===== config.mk =====
export PLATFORM = sky130hd
export DESIGN_NAME = slow_tick_bcd_counter
export DESIGN_NICKNAME = d
export VERILOG_FILES = /design/src/rtl/slow_tick_bcd_counter.sv
export SDC_FILE = /design/constraint.sdc
export NUM_CORES = 1
export LEC_CHECK = 0
export CORE_ASPECT_RATIO = 1.4
export CORE_MARGIN = 4
export CORE_UTILIZATION = 32
export CTS_BUF_LIST = sky130_fd_sc_hd__clkbuf_4
export DETAILED_ROUTE_END_ITERATION = 8
export PLACE_DENSITY = 0.48
export SYNTH_ARGS = -nofsm -noshare
export SYNTH_HDL_FRONTEND = slang
export SYNTH_SLANG_ARGS = --single-unit

===== constraint.sdc =====
create_clock -name clock_in -period 3.3 [get_ports clock_in]
set_input_delay 0.66 -clock clock_in [delete_from_list [all_inputs] [get_ports clock_in]]
set_output_delay 0.66 -clock clock_in [all_outputs]
set_load 0.1 [all_outputs]

===== src/rtl/slow_tick_bcd_counter.sv =====
// slow_tick_bcd_counter
// Synchronises a divided slow clock into the system clock domain, turns each
// of its rising edges into a one-cycle tick, advances a 2-digit BCD up/down
// counter on every tick, and scans the two digits onto a multiplexed,
// active-low 7-segment display.
module slow_tick_bcd_counter #(
  parameter int MAX_COUNT   = 59,
  parameter int REFRESH_DIV = 100000
) (
  input  logic       clock_in,
  input  logic       reset,
  input  logic       slow_clk,
  input  logic       enable,
  input  logic       up_down,
  input  logic       clear,
  output logic       tick,
  output logic [3:0] count_ones,
  output logic [3:0] count_tens,
  output logic       wrap,
  output logic [6:0] seg,
  output logic [1:0] an
);

  localparam int REF_W = (REFRESH_DIV > 2) ? $clog2(REFRESH_DIV) : 1;
  localparam logic [REF_W-1:0] REF_LAST = REF_W'(REFRESH_DIV - 1);
  localparam logic [3:0] MAX_ONES = 4'(MAX_COUNT % 10);
  localparam logic [3:0] MAX_TENS = 4'(MAX_COUNT / 10);

  logic             r_s1;
  logic             r_s2;
  logic             r_s3;
  logic             r_tick;
  logic             r_wrap;
  logic [3:0]       r_ones;
  logic [3:0]       r_tens;
  logic [REF_W-1:0] r_refCnt;
  logic             r_digitSel;
  logic [6:0]       r_seg;
  logic [1:0]       r_an;

  logic             w_rise;
  logic [3:0]       w_onesNext;
  logic [3:0]       w_tensNext;
  logic             w_wrapNext;
  logic [3:0]       w_digit;
  logic [6:0]       w_segDecoded;

  assign w_rise = r_s2 & ~r_s3;

  // Three-flop synchroniser; resets high so a slow clock already high at
  // reset release is not mistaken for a fresh rising edge.
  always_ff @(posedge clock_in or posedge reset) begin
    if (reset) begin
      r_s1 <= 1'b1;
      r_s2 <= 1'b1;
      r_s3 <= 1'b1;
    end else begin
      r_s1 <= slow_clk;
      r_s2 <= r_s1;
      r_s3 <= r_s2;
    end
  end

  // Next counter value: clear wins, then an enabled tick counts up or down
  // with BCD carry/borrow and wrap at the 0 / MAX_COUNT boundaries.
  always_comb begin
    w_onesNext = r_ones;
    w_tensNext = r_tens;
    w_wrapNext = 1'b0;
    if (clear) begin
      w_onesNext = 4'd0;
      w_tensNext = 4'd0;
    end else if (w_rise && enable && up_down) begin
      if (r_ones == MAX_ONES && r_tens == MAX_TENS) begin
        w_onesNext = 4'd0;
        w_tensNext = 4'd0;
        w_wrapNext = 1'b1;
      end else if (r_ones == 4'd9) begin
        w_onesNext = 4'd0;
        w_tensNext = r_tens + 4'd1;
      end else begin
        w_onesNext = r_ones + 4'd1;
      end
    end else if (w_rise && enable && !up_down) begin
      if (r_ones == 4'd0 && r_tens == 4'd0) begin
        w_onesNext = MAX_ONES;
        w_tensNext = MAX_TENS;
        w_wrapNext = 1'b1;
      end else if (r_ones == 4'd0) begin
        w_onesNext = 4'd9;
        w_tensNext = r_tens - 4'd1;
      end else begin
        w_onesNext = r_ones - 4'd1;
      end
    end
  end

  // Tick, wrap and counter digits all register on the same edge so the
  // count changes together with the tick pulse.
  always_ff @(posedge clock_in or posedge reset) begin
    if (reset) begin
      r_tick <= 1'b0;
      r_wrap <= 1'b0;
      r_ones <= 4'd0;
      r_tens <= 4'd0;
    end else begin
      r_tick <= w_rise;
      r_wrap <= w_wrapNext;
      r_ones <= w_onesNext;
      r_tens <= w_tensNext;
    end
  end

  // Display refresh timer; the digit select flips each time it wraps.
  always_ff @(posedge clock_in or posedge reset) begin
    if (reset) begin
      r_refCnt   <= '0;
      r_digitSel <= 1'b0;
    end else if (r_refCnt == REF_LAST) begin
      r_refCnt   <= '0;
      r_digitSel <= ~r_digitSel;
    end else begin
      r_refCnt <= r_refCnt + 1'b1;
    end
  end

  assign w_digit = r_digitSel ? r_tens : r_ones;

  // Active-low gfedcba decode of the currently selected digit.
  always_comb begin
    w_segDecoded = 7'b1111111;
    case (w_digit)
      4'd0: w_segDecoded = 7'b1000000;
      4'd1: w_segDecoded = 7'b1111001;
      4'd2: w_segDecoded = 7'b0100100;
      4'd3: w_segDecoded = 7'b0110000;
      4'd4: w_segDecoded = 7'b0011001;
      4'd5: w_segDecoded = 7'b0010010;
      4'd6: w_segDecoded = 7'b0000010;
      4'd7: w_segDecoded = 7'b1111000;
      4'd8: w_segDecoded = 7'b0000000;
      4'd9: w_segDecoded = 7'b0010000;
      default: w_segDecoded = 7'b1111111;
    endcase
  end

  // Anode and segment outputs register together so they never disagree.
  always_ff @(posedge clock_in or posedge reset) begin
    if (reset) begin
      r_an  <= 2'b10;
      r_seg <= 7'b1000000;
    end else begin
      r_an  <= r_digitSel ? 2'b01 : 2'b10;
      r_seg <= w_segDecoded;
    end
  end

  assign tick       = r_tick;
  assign wrap       = r_wrap;
  assign count_ones = r_ones;
  assign count_tens = r_tens;
  assign seg        = r_seg;
  assign an         = r_an;

endmodule


==> flow_summary.toml <==
[final_layout]
layout_common_cells = "35 x dfrtp_1, 21 x a21oi_1, 20 x buf_4"
area.growth.synth_to_final_pct = 15.2
diodes = 0
layout-drive-gt1-share = 0.172
num-nets-final = 268
final_common_cell = "dfrtp_1"

[synthesis]
yosys_register_bits = 40
dominantRegCellSynth = "dfrtp_1"
synth_area_per_cell_um2 = 9.88
yosys.area.top_type = "dfrtp_1"
seq_area_frac_synth = 0.449
syn_area_um2 = 2240
synthDistinctLibCells = 51
synth_edf_count = 0
yosys.area.top_type_share = 0.390
async_flop_share = 1.00
yosys-top-cells-area = "dfrtp_1 39%, ha_1 7.3%, dfstp_2 5.9%"
synth_cells = 227
syn-num-nets = 246
yosysWarnings = 0

[routing]
drc_errors = 0
num_vias = 1723
drtAntennaViolNets = 0
viasPerCell = 5.04
dr.first_iter.drc_count = 59
firstDrtPassIters = 4
routed_wl_um = 4890
wl_per_cell_um = 14.3

[global_route]
grt_overflow = 0
antenna_found_initial = 0
grt_pass1_wl_um = 8430
grt_pass1_vias = 1801
track_usage = 0.127
grt_start_max_net_pins = 41

[placement]
place_ws_ns = 0.663
port_buffers = 24
gp_congestion = 0.790
post-dp-hpwl_um = 3490

[worst_setup_path]
r2r_slack_ns = 1.11
path_delay_family = "simple AND/OR/NAND/NOR gates"
crit_type = "in2reg"
crit_chain = "clkdlybuf4s50_1, or3b_4, a211oi_4, nor4bb_1, nor3_1"
slowest_stage = "clkdlybuf4s50_1"
critPathMaxStageDelay_ns = 0.61
critical_path.endpoint_type = "flip-flop"
cp_data_arrival_time_ns = 2.49
crit_fanout = 12
required_ns = 3.53
start_kind = "input pin"
cp_num_buf_inv = 1

[floorplan]
die_width_um = 78.8
die_y_um = 107
rows = 35
die-area_um2 = 8430
design.core.area_um2 = 6700
io_pins = 25
initial_core_util = 0.335

[sta]
rsz0062_at_grt = "no"
tightest_slew_ns = 0.610
fin_skew_ns = 0.0151
finalHoldViolations = 0
fmax_mhz = 442
tns_ns = 0
max-slew-margin-rel = 0.582
fin_ws_ns = 1.04
finalMaxSlewViolations = 0
min_period_over_period = 0.686
min_period_ns = 2.26
setup_viol = 0

[job]
drv_cap = 0

[clock_tree]
cts_buffer_depth = 2
clock_latency_ns = 0.34
clk_pin_slew_ns = 0.12
cts_root_buf = "clkbuf_4"
post_cts_resized = 0
htreeDepth = 2
cts_tree = "built"
ctsHoldBuffers = 0
postCtsSetupBuffers = 0
cts_buffers = 5
cts_sinks = 40

[power_and_ir_drop]
p_leak_nw = 1.14
powerDensity_nw_per_um2 = 648
ir_drop_uv = 231

[min_path]
hp-class = "reg2reg"

[outcome]
status = "finished, final reports clean"
-- through the flow --
stage	hold WS, ns	cell area (um^2)	util	total power, mW	cells
final	0.361	2580	0.386	1.67	342
after global routing	0.374	2580	0.386	1.78	342
after CTS	0.365	2580	0.386	1.70	342
after detailed placement	0.348	2500	0.374	1.36	334
after global placement	0.347	2500	0.374	1.37	334
after floorplan	0.345	2240	-	1.21	227
-- worst register-to-register path: cells and delay by family, from the launching register on --
kind            cells  cell delay [ns]
buf+inv             1             0.16
fa+ha+maj           1             0.25
flops               1             0.52
simple gates        3             0.78
compound gates      1             0.38
-- state kept, by name, summed over array words and instances (netlist names) --
signal      count
count_tens      4
wrap            1
r_s1            1
count_ones      4
r_s2            1
seg             7
tick            1
r_s3            1
r_refCnt       17
an              2
r_digitSel      1
-- cell families after synthesis --
kind of cell,Yosys count,synth area share
DFF,40,0.449
xor gates and xnor gates,15,0.0586
muxes,6,0.0284
AOI/OAI and AO/OA,47,0.137
buffers and inverters,26,0.0513
and+or+nand+nor,80,0.204
adders and majority gates,13,0.0725
-- path summary, 6_finish.rpt --
kind / start / end / cells past startpoint
worst max register to register: count_ones[0] / count_tens[3] / 6
worst min register to register: r_s1 / r_s2 / 0
worst min-delay path: r_s1 / r_s2 / 0
max in group asynchronous: reset / seg[6] / 3
min in group asynchronous: reset / r_refCnt[3] / 3
worst max-delay path: up_down / count_tens[3] / 5
-- layer usage --
layer / GRT usage / routed length [um]
met5: 0 / 0
met4: 0.0513 / 72
met3: 0.0294 / 157
met2: 0.227 / 2640
met1: 0.145 / 2030
-- synth_stat cells, drive strengths merged (6+ instances only) --
cell type,count
dfrtp,35
a21oi,22
nor2,17
inv,16
ha,13
nand2,11
xnor2,11
nor3,10
nand3,8
a211oi,6
clkbuf,6
-- cell type report --
type / count / area (um^2)
timing repair buffer: 25 / 200
clock inverter: 2 / 35.0
clock buffer: 6 / 45.0
sequential: 40 / 1010
fill: 683 / 4120
multi-input combinational: 161 / 1120
tap: 92 / 115
inverter: 16 / 60.1
-- power breakdown --
group	switching [mW]	total, mW	internal (mW)
Combinational	0.571	0.745	0.174
Sequential	0.0537	0.604	0.551
Clock	0.158	0.325	0.167
Total	0.782	1.67	0.892
(Power assumes the default switching activity.)
